### config.mk
export PLATFORM = sky130hd
export DESIGN_NAME = mdu_alu
export DESIGN_NICKNAME = d
export VERILOG_FILES = /design/src/rtl/mdu_alu.sv
export SDC_FILE = /design/constraint.sdc
export NUM_CORES = 1
export LEC_CHECK = 0
export CAP_MARGIN = 30
export CORE_MARGIN = 4
export CORE_UTILIZATION = 30
export CTS_BUF_LIST = sky130_fd_sc_hd__clkbuf_4
export CTS_CLUSTER_DIAMETER = 80
export CTS_CLUSTER_SIZE = 12
export DETAILED_ROUTE_END_ITERATION = 12
export SLEW_MARGIN = 10
export SYNTH_ARGS = -nofsm -noshare
export SYNTH_HDL_FRONTEND = slang
export SYNTH_SLANG_ARGS = --single-unit
### constraint.sdc
create_clock -name clk -period 7.97 [get_ports clk]
set_input_delay 1.594 -clock clk [delete_from_list [all_inputs] [get_ports clk]]
set_output_delay 1.594 -clock clk [all_outputs]
set_load 0.01 [all_outputs]
### src/rtl/mdu_alu.sv
// Multi-cycle EX-stage ALU. Single-cycle logic/arith/compare/shift ops, plus an
// iterative shift-add unsigned multiply and a restoring unsigned divide.
module mdu_alu #(
    parameter int WIDTH = 32,
    parameter int CNT_W = $clog2(WIDTH) + 1
) (
    input  logic             clk,
    input  logic             reset,
    input  logic             start,
    input  logic [3:0]       control,
    input  logic [WIDTH-1:0] data1,
    input  logic [WIDTH-1:0] data2,
    output logic [WIDTH-1:0] result,
    output logic [WIDTH-1:0] result_2,
    output logic             zero_flag,
    output logic             busy,
    output logic             done
);

    localparam logic [3:0] OP_AND   = 4'b0000;
    localparam logic [3:0] OP_OR    = 4'b0001;
    localparam logic [3:0] OP_ADD   = 4'b0010;
    localparam logic [3:0] OP_ADD4  = 4'b0011;
    localparam logic [3:0] OP_SLTU  = 4'b0101;
    localparam logic [3:0] OP_SUB   = 4'b0110;
    localparam logic [3:0] OP_SLT   = 4'b0111;
    localparam logic [3:0] OP_MULTU = 4'b1000;
    localparam logic [3:0] OP_DIVU  = 4'b1001;
    localparam logic [3:0] OP_NOR   = 4'b1100;
    localparam logic [3:0] OP_SLL   = 4'b1110;

    typedef enum logic [1:0] {IDLE, MUL, DIV} state_t;

    state_t           state_q, state_d;
    logic [CNT_W-1:0] cnt_q, cnt_d;
    logic [WIDTH-1:0] opa_q, opa_d;     // multiplicand or divisor
    logic [WIDTH-1:0] lo_q, lo_d;       // multiplier / dividend, becomes product LO / quotient
    logic [WIDTH-1:0] hi_q, hi_d;       // product HI accumulator / partial remainder
    logic [WIDTH-1:0] result_q, result_d;
    logic [WIDTH-1:0] result_2_q, result_2_d;
    logic             zero_q, zero_d;
    logic             done_q, done_d;

    logic [WIDTH-1:0] alu_res;
    logic [WIDTH:0]   mul_sum;
    logic [WIDTH-1:0] mul_hi, mul_lo;
    logic [WIDTH:0]   div_sh, div_diff;
    logic             div_ge;
    logic [WIDTH-1:0] div_rem, div_quo;

    always_comb begin
        alu_res = '0;
        case (control)
            OP_AND:  alu_res = data1 & data2;
            OP_OR:   alu_res = data1 | data2;
            OP_ADD:  alu_res = data1 + data2;
            OP_ADD4: alu_res = data1 + WIDTH'(4);
            OP_SUB:  alu_res = data1 - data2;
            OP_SLT:  alu_res = {{(WIDTH-1){1'b0}}, ($signed(data1) < $signed(data2))};
            OP_SLTU: alu_res = {{(WIDTH-1){1'b0}}, (data1 < data2)};
            OP_NOR:  alu_res = ~(data1 | data2);
            OP_SLL:  alu_res = data2 << data1[CNT_W-2:0];
            default: alu_res = '0;
        endcase
    end

    // One multiply step: conditionally add, then shift {carry, hi, lo} right.
    always_comb begin
        mul_sum = {1'b0, hi_q} + (lo_q[0] ? {1'b0, opa_q} : {(WIDTH+1){1'b0}});
        mul_hi  = mul_sum[WIDTH:1];
        mul_lo  = {mul_sum[0], lo_q[WIDTH-1:1]};
    end

    // One restoring divide step; remainder < divisor keeps the shifted value within WIDTH+1 bits.
    always_comb begin
        div_sh   = {hi_q, lo_q[WIDTH-1]};
        div_diff = div_sh - {1'b0, opa_q};
        div_ge   = ~div_diff[WIDTH];
        div_rem  = div_ge ? div_diff[WIDTH-1:0] : div_sh[WIDTH-1:0];
        div_quo  = {lo_q[WIDTH-2:0], div_ge};
    end

    always_comb begin
        state_d    = state_q;
        cnt_d      = cnt_q;
        opa_d      = opa_q;
        lo_d       = lo_q;
        hi_d       = hi_q;
        result_d   = result_q;
        result_2_d = result_2_q;
        zero_d     = zero_q;
        done_d     = 1'b0;
        case (state_q)
            IDLE: begin
                if (start) begin
                    zero_d = (data1 == data2);
                    case (control)
                        OP_MULTU: begin
                            opa_d   = data1;
                            lo_d    = data2;
                            hi_d    = '0;
                            cnt_d   = CNT_W'(WIDTH);
                            state_d = MUL;
                        end
                        OP_DIVU: begin
                            if (data2 == '0) begin
                                result_d   = '1;
                                result_2_d = data1;
                                done_d     = 1'b1;
                            end else begin
                                opa_d   = data2;
                                lo_d    = data1;
                                hi_d    = '0;
                                cnt_d   = CNT_W'(WIDTH);
                                state_d = DIV;
                            end
                        end
                        default: begin
                            result_d   = alu_res;
                            result_2_d = alu_res;
                            done_d     = 1'b1;
                        end
                    endcase
                end
            end
            MUL: begin
                hi_d  = mul_hi;
                lo_d  = mul_lo;
                cnt_d = cnt_q - CNT_W'(1);
                if (cnt_q == CNT_W'(1)) begin
                    result_d   = mul_lo;
                    result_2_d = mul_hi;
                    done_d     = 1'b1;
                    state_d    = IDLE;
                end
            end
            DIV: begin
                hi_d  = div_rem;
                lo_d  = div_quo;
                cnt_d = cnt_q - CNT_W'(1);
                if (cnt_q == CNT_W'(1)) begin
                    result_d   = div_quo;
                    result_2_d = div_rem;
                    done_d     = 1'b1;
                    state_d    = IDLE;
                end
            end
            default: state_d = IDLE;
        endcase
    end

    always_ff @(posedge clk) begin
        if (reset) begin
            state_q    <= IDLE;
            cnt_q      <= '0;
            opa_q      <= '0;
            lo_q       <= '0;
            hi_q       <= '0;
            result_q   <= '0;
            result_2_q <= '0;
            zero_q     <= 1'b0;
            done_q     <= 1'b0;
        end else begin
            state_q    <= state_d;
            cnt_q      <= cnt_d;
            opa_q      <= opa_d;
            lo_q       <= lo_d;
            hi_q       <= hi_d;
            result_q   <= result_d;
            result_2_q <= result_2_d;
            zero_q     <= zero_d;
            done_q     <= done_d;
        end
    end

    assign result    = result_q;
    assign result_2  = result_2_q;
    assign zero_flag = zero_q;
    assign done      = done_q;
    assign busy      = (state_q != IDLE);

endmodule

Word-level counts from Yosys, hierarchy flattened:

Index checks and enable logic that the tools add are counted.

* shift-type cells: 1
* equal/unequal tests: 23
* muxes and demuxes: 39
* reduce and logical (&&, ||, !) cells: 14
* $add $sub $neg: 6
* bitwise operators: 4
* order comparisons: 2

Operator list (number)
* $mux W32: 15
* $pmux W32 S3: 4
* $pmux W32 S2: 5
* $pmux W32 S9: 1
* $lt A32 B32 Y1: 2
* $add A32 B32 Y33: 1
* $sub A33 B32 Y33: 1
* $add A32 B3 Y32 const B: 1
* $add A32 B32 Y32: 1
* $and A32 B32 Y32: 1
* $eq A32 B32 Y1: 1
* $logic_not A32 Y1: 1
* $not A32 Y32: 1
* $or A32 B32 Y32: 1
* $shl A32 B5 Y32: 1
* $sub A32 B32 Y32: 1
* $pmux W6 S2: 2
* $eq A4 B4 Y1 const B: 4
* $reduce_and A4 Y1: 4
* $eq A4 B3 Y1 const B: 3
* $mux W6: 2
* $ne A2 B2 Y1 const B: 5
* $eq A4 B2 Y1 const B: 2
* $pmux W2 S2: 2
* other kinds (19): 27

* bits of input ports: 71
* logic and storage cells: 98
* output and inout port bits: 67
* register bits: 170

Depth between registers and ports, before layout:

Gate-level depths: netlist of the first run.

* depth after elaboration: 6
* mapped depth: 17
* depth with buffers taken out: 15

Worst setup path after synthesis of the first run:

No wires, ideal clock.

* path kind: input to register
* from: input data1[1]
* to: register result_q[26] (netlist: result[26])
* cell stages on the path: 16
* library setup time: 117 ps
* slack: 2556 ps
* data required time: 7853 ps
* buffers on the path: 3
* data arrival time: 5296 ps
* cell sequence: clkbuf_1 > inv_1 > clkbuf_1 > clkbuf_1 > fa_1 > o21ba_2 > a2111oi_2 > o211ai_1 > o211a_1 > o21ai_1 > a21oi_1 > o311a_1 > nor3_1 > a22o_1 > nand2_1 > a32o_1

* cells in the longest elaborated chain, start to end: 5
* elaborated cells on any way between the ends: 8
* classes of those cells: 3 x add/sub; 1 x shift; 4 x mux

RTL lines
* start: declaration: line 11 `input logic [WIDTH-1:0] data1,`
* $sub A32 B32 Y32, or another cell as far along: line 58 `OP_SUB: alu_res = data1 - data2;`
* $pmux W32 S9 *: line 53 `case (control)`
* $pmux W32 S2 *: line 97 `case (control)`
* $mux W32 *: line 95 `if (start) begin`
* $pmux W32 S3 *: line 93 `case (state_q)`
* end signal: assignment: line 169 `result_q <= result_d;`
* end: declaration: line 39 `logic [WIDTH-1:0] result_q, result_d;`

Mark *: on every way between the ends. The rest lies on a longest branch, timed or not. The select of a mux whose other input is x is not followed.
A chain may end at the register's enable or synchronous reset.

Worst setup path after layout of the first run:

* from: input data2[11]
* to: register result_q[25] (netlist: result[25])

* cells in the longest elaborated chain, start to end: 5
* elaborated cells on any way between the ends: 10
* classes of those cells: 2 x add/sub; 1 x eq/ne; 1 x shift; 4 x mux; 2 x reduce/logical

RTL lines
* start: declaration: line 12 `input logic [WIDTH-1:0] data2,`
* $sub A32 B32 Y32, or another cell as far along: line 58
* $pmux W32 S9: line 53
* $pmux W32 S2: line 97
* $mux W32: line 95
* $pmux W32 S3: line 93

Parallel ways exist; a longest one is shown, timed or not. The select of a mux whose other input is x is not followed.

==> impl_metrics.py, run 1 <==
metrics = {
    "route": {
        "via_count": 21818,
        "firstDrtPassIters": 7,
        "drt_iter0_markers": 2746,
        "ant_nets": 0,
        "routed_via_density": 6.01,
        "wirelength_um": 86500,
        "wl_per_cell_um": 23.8,
        "drc": 0,
    },
    "clock_tree": {
        "cts_tree": "done",
        "cts_buffers": 17,
        "clock_sinks": 170,
        "post_cts.repair.setup_buffers": 0,
        "root_buffer": "clkbuf_4",
        "clk-insertion-delay-late_ns": 0.60,
        "path_clk_slew_ns": 0.15,
        "ctsHoldBuffers": 0,
        "post_cts_resized": 0,
        "h-tree-depth": 4,
        "cts_max_path_buffers": 2,
    },
    "worst_setup_path": {
        "crit_type": "in -> reg",
        "cp.arrival_ns": 6.64,
        "critPathLaunchType": "input pin",
        "crit_path_end_kind": "register",
        "required_ns": 8.49,
        "crit_fanout": 9,
    },
    "timing": {
        "period_needed_ns": 6.13,
        "fmax_mhz": 163,
        "fin_tns_setup_ns": 0,
        "skew_ns": 0.0229,
        "setup_violations": 0,
        "period_share_pct": 76.9,
        "drv_slew": 0,
        "holdWs_ns": 0.460,
        "hold_viol": 0,
        "rsz0062_at_grt": "no",
        "tightestPinTransition_ns": 0.968,
        "relSlewSlack_pct": 35.3,
        "worst_slack_ns": 1.84,
    },
    "synthesis": {
        "synthesis.nets": 3005,
        "yosysTopAreaCellShare_pct": 17.5,
        "synth_seq_cells": 170,
        "synth-edff-count": 0,
        "yosys_warnings": 0,
        "synthesis.area_um2": 19400,
        "syn_avg_cell_area_um2": 7.03,
        "synth.distinct_cells": 88,
        "synth_largest_area_cell": "dfxtp_1",
        "synthTopCellsByArea": "dfxtp_1 18%, ha_1 11%, a21oi_1 7.4%, nand2_1 7.0%, nor2_1 5.4%",
        "synth_flop_cell": "dfxtp_1",
        "yosysSeqAreaShare_pct": 17.5,
        "synth-async-reset-ratio_pct": 0,
        "syn_inst": 2761,
    },
    "run_status": {
        "outcome": "finished clean",
    },
    "cells_and_area": {
        "instances_no_fill": 3631,
        "layout.nets": 3013,
        "drive_above_1_share_pct": 5.10,
        "nFillCells": 6935,
        "syn_to_final_growth_pct": 11.9,
    },
    "grt": {
        "grt_pass1_vias": 19798,
        "use_met3_pct": 3.66,
        "grt_pass1_wl_um": 128000,
        "grt_busiest_layer": "met2",
        "met2_usage_pct": 35.6,
        "overflow": 0,
        "grt_max_degree": 85,
        "grt_use_met1_pct": 33.7,
        "antenna_found_initial": 3,
        "grt_usage_pct": 23.5,
    },
    "floorplan": {
        "die_h_um": 262,
        "dieWidth_um": 262,
        "io_pins": 138,
        "core_um2": 63500,
        "dieArea_um2": 68800,
        "initial_core_util_pct": 30.6,
        "fp-row-count": 92,
    },
    "pwr": {
        "powerDensity_nw_per_um2": 166,
        "ir_drop_mv": 0.160,
        "leakagePower_nw": 8.63,
    },
    "placed_design": {
        "dp.cells": 3596,
        "hpwl_um": 66300,
        "port_buffers": 137,
        "post-place-ws_ns": 1.35,
        "gp_congestion": 1.02,
    },
    "run": {
        "maxCapViolations": 0,
    },
    "worst_hold_path": {
        "hp-class": "reg -> reg",
    },
}
==> stage by stage <==
step	utilization [%]	instance area (um2)	power (W)
floorplan	-	19400	0.00237
global placement	33.7	21400	0.00306
detailed placement	33.7	21400	0.00306
CTS	34.2	21700	0.00358
global route	34.2	21700	0.00380
finish	34.2	21700	0.00360
==> layer usage <==
layer  wire length [um]  up-vias  part of all wire [%]
met5                  0        -                     0
met4               3710        0                   4.3
met3               8190      176                   9.5
met2              36600     1278                    42
met1              38000    10263                    44
li1                   -    10101                     -
==> final timing paths <==
check | slack, ns | from | endpoint | depth (start not counted)
worst min register to register | 0.46 | result[10]$_SDFFE_PP0P_ | result[10]$_SDFFE_PP0P_ | 2
worst max-delay path | 1.84 | data2[11] | result[25]$_SDFFE_PP0P_ | 14
worst max register to register | 3.37 | lo_q[31]$_SDFFE_PP0P_ | result_2[6]$_SDFFE_PP0P_ | 16
worst min-delay path | 0.46 | result[10]$_SDFFE_PP0P_ | result[10]$_SDFFE_PP0P_ | 2
==> worst max-delay path, stage by stage <==
cell,delay (ns)
clkdlybuf4s50_1,0.74
inv_1,0.13
ha_1,0.42
a2111oi_0,0.62
o211ai_1,0.18
a211oi_1,0.47
nor3_1,0.19
a211oi_1,0.68
nor3_1,0.11
a21oi_1,0.15
nor2_1,0.06
nor4_1,0.85
nand2_1,0.14
a32o_1,0.29
==> layout by cell type (no fill, tap or decap), drive strengths merged, types with 44 or more instances in the layout <==
cell type / count
nand3: 68
mux2i: 48
a21o: 73
nor2: 280
xnor2: 72
buf: 47
inv: 145
nor3: 65
o21ai: 154
nand2: 363
a311oi: 49
clkdlybuf4s50: 131
dfxtp: 170
a21oi: 287
o211ai: 50
and2: 44
ha: 169
==> power breakdown <==
part / switching (W) / internal (W)
Sequential: 0.000122 / 0.000955
Clock: 0.000322 / 0.000190
Combinational: 0.00125 / 0.000759
Total: 0.00170 / 0.00190
==> logic make-up (layout without fill, tap and decap cells) <==
kind of cell             Yosys count  count (layout)  synth area share, %
multiplexers                      73              73                 4.80
other                              0               3                    0
adder cells (fa/ha/maj)          173             173                 11.3
buffers and inverters            336             357                 6.69
AO/OA/AOI/OAI                    941             941                 32.8
flip-flops                       170             170                 17.5
AND/OR/NAND/NOR                  960             960                 22.0
XOR/XNOR                         108             108                 4.87
==> cell usage after synthesis (65+ instances only) <==
library cell / number
nand3_1: 68
inv_1: 141
nor2_1: 280
a21oi_1: 286
nor3_1: 65
o21ai_0: 148
nand2_1: 362
ha_1: 169
xnor2_1: 72
a21o_1: 73
clkbuf_1: 159
dfxtp_1: 170
==> state kept, by name, indices dropped and copies added (netlist names) <==
| signal | flops |
|---|---|
| hi_q | 32 |
| lo_q | 32 |
| opa_q | 32 |
| result | 32 |
| result_2 | 32 |
| cnt_q | 6 |
| state_q | 2 |
| done | 1 |
| zero_flag | 1 |
==> area by class of cell <==
cell class	instances	area, um2	share of cell area, %
Inverter	147	552	2.54
Antenna cell	3	7.51	0.0345
Timing Repair Buffer	178	1670	7.68
Clock buffer	18	135	0.622
Tap cell	846	1060	4.87
Sequential cell	170	3400	15.7
Multi-Input combinational cell	2255	14800	67.9
Clock inverter	14	148	0.679
Note: power is estimated with default switching activity, not from simulation.
==> run 2: changes to the inputs <==
==> constraint.sdc (replaced) <==
create_clock -name clk -period 6.2 [get_ports clk]
set_input_delay 1.24 -clock clk [delete_from_list [all_inputs] [get_ports clk]]
set_output_delay 1.24 -clock clk [all_outputs]
set_load 0.01 [all_outputs]
==> impl_metrics.py, run 2 (same netlist as run 1, synthesis figures left out) <==
metrics = {
    "run_status": {
        "outcome": "finished clean",
    },
    "route": {
        "drc": 0,
        "firstDrtPassIters": 6,
        "routed_via_density": 5.96,
        "wl_met2_um": 37300,
        "highest_layer": "met4",
        "met1_length_um": 38000,
        "dr_wl_met3_um": 8620,
        "drt_iter0_markers": 3074,
        "ant_nets": 0,
        "wirelength_um": 88100,
        "wl_per_cell_um": 24.0,
        "via_count": 21884,
    },
    "cells_and_area": {
        "syn_to_final_growth_pct": 13.5,
        "drive_above_1_share_pct": 6.66,
        "final_cell_mix": "361 x nand2_1, 286 x a21oi_1, 277 x nor2_1",
        "layout.nets": 3055,
        "final_common_cell": "nand2_1",
    },
    "pwr": {
        "powerDensity_nw_per_um2": 212,
        "ir_drop_mv": 0.111,
        "leakagePower_nw": 8.84,
        "p_seq_share_pct": 29.6,
        "pwr-share-clk_pct": 14.1,
        "switching_share_pct": 47.6,
        "p_int_w": 0.00245,
        "pwr-share-comb_pct": 56.4,
        "power.switching_w": 0.00223,
    },
    "placed_design": {
        "gp_congestion": 1.02,
        "hpwl_um": 68200,
        "port_buffers": 137,
        "post-place-ws_ns": 0.475,
    },
    "clock_tree": {
        "post_cts_resized": 0,
        "cts_tree": "done",
        "root_buffer": "clkbuf_4",
        "ctsHoldBuffers": 0,
        "cts_max_path_buffers": 2,
        "cts_buffers": 17,
        "post_cts.repair.setup_buffers": 0,
        "path_clk_slew_ns": 0.16,
        "clk-insertion-delay-late_ns": 0.62,
        "h-tree-depth": 4,
        "clock_sinks": 170,
    },
    "timing": {
        "worst_slack_ns": 0.973,
        "skew_ns": 0.0257,
        "relSlewSlack_pct": 38.4,
        "fin_tns_setup_ns": 0,
        "period_needed_ns": 5.23,
        "drv_slew": 0,
        "tightestPinTransition_ns": 0.923,
        "hold_viol": 0,
        "period_share_pct": 84.3,
        "setup_violations": 0,
        "rsz0062_at_grt": "no",
        "fmax_mhz": 191,
    },
    "worst_setup_path": {
        "critPathLaunchType": "input pin",
        "crit_path_end_kind": "register",
        "crit_fanout": 10,
        "cp.arrival_ns": 5.76,
        "critPathBufInv": 3,
        "crit_type": "in -> reg",
        "crit_path_top_delay_cell": "o311ai_1",
        "r2r_slack_ns": 1.56,
        "required_ns": 6.73,
        "critical-path-top-delay-family": "compound AO/OA/AOI/OAI gates",
        "crit_chain": "buf_2, clkinv_1, ha_1, nor3_1, o31ai_1, a21boi_0, o311ai_1, o21ai_0, a2bb2oi_1, nor2_1, mux2_2, nor4_1, buf_4, nand2_1, a32o_1",
        "slowest_delay_ns": 0.78,
    },
    "floorplan": {
        "dieWidth_um": 262,
        "core_um2": 63500,
        "io_pins": 138,
        "die_h_um": 262,
        "dieArea_um2": 68800,
        "initial_core_util_pct": 30.6,
        "fp-row-count": 92,
    },
    "grt": {
        "overflow": 0,
        "grt_pass1_vias": 20391,
        "grt_usage_pct": 24.1,
        "grt_max_degree": 61,
        "antenna_found_initial": 2,
        "grt_pass1_wl_um": 131000,
    },
    "run": {
        "maxCapViolations": 0,
    },
    "worst_hold_path": {
        "hp-class": "reg -> reg",
    },
}
run 2: cell count changes in the layout (fill, tap and decap cells not counted), moves of 2 or more:
cell      delta
buf_4       +42
clkinv_1     -3
clkinv_2     +3
clkinv_4     -3
inv_6        +2
inv_8        +2
run 2: cell type report:
cell class / count / area [um2]
diodes: 2 / 5.00
clock buffers: 18 / 135
clock inverters: 14 / 135
fillers: 6938 / 41500
inverters: 147 / 552
multi-input cells: 2255 / 14800
flip-flops and latches: 170 / 3400
well taps: 846 / 1060
repair buffers: 220 / 1990
run 2: tightest hold or removal path: cells and delay by family (launching register included):
kind / cells / cell delay, ns
AOI/OAI and AO/OA: 1 / 0.05
DFF: 1 / 0.34
and+or+nand+nor: 1 / 0.05
run 2: through the flow:
stage                     hold slack [ns]  total power (W)  cell area, um2  util, %  std cells
after floorplan                     0.449          0.00305           19400        -       2761
after global placement              0.441          0.00399           21700     34.2       3636
after detailed placement            0.446          0.00399           21800     34.2       3637
after CTS                           0.467          0.00464           22000     34.7       3669
after global routing                0.483          0.00495           22000     34.7       3671
final                               0.462          0.00468           22000     34.7       3672
run 2: path summary, 6_finish.rpt:
| path | start | endpoint | cells past startpoint |
|---|---|---|---|
| worst max-delay path | data1[2] | result[25]$_SDFFE_PP0P_ | 15 |
| worst min-delay path | result[11]$_SDFFE_PP0P_ | result[11]$_SDFFE_PP0P_ | 2 |
| worst max register to register | lo_q[31]$_SDFFE_PP0P_ | result_2[29]$_SDFFE_PP0P_ | 15 |
| worst min register to register | result[11]$_SDFFE_PP0P_ | result[11]$_SDFFE_PP0P_ | 2 |
run 2: power by group through the flow:
stage,logic [W],clock network [W],registers (W)
global route,0.00284,0.000708,0.00140
detailed placement,0.00258,0,0.00141
finish,0.00264,0.000659,0.00138
global placement,0.00257,0,0.00142
CTS,0.00259,0.000667,0.00138
floorplan,0.00169,0,0.00136
run 2: routing by layer:
metal,GRT usage (%),vias up
met5,0,-
met4,9.96,0
met3,4.28,192
met2,36.6,1219
met1,33.7,10297
li1,-,10176
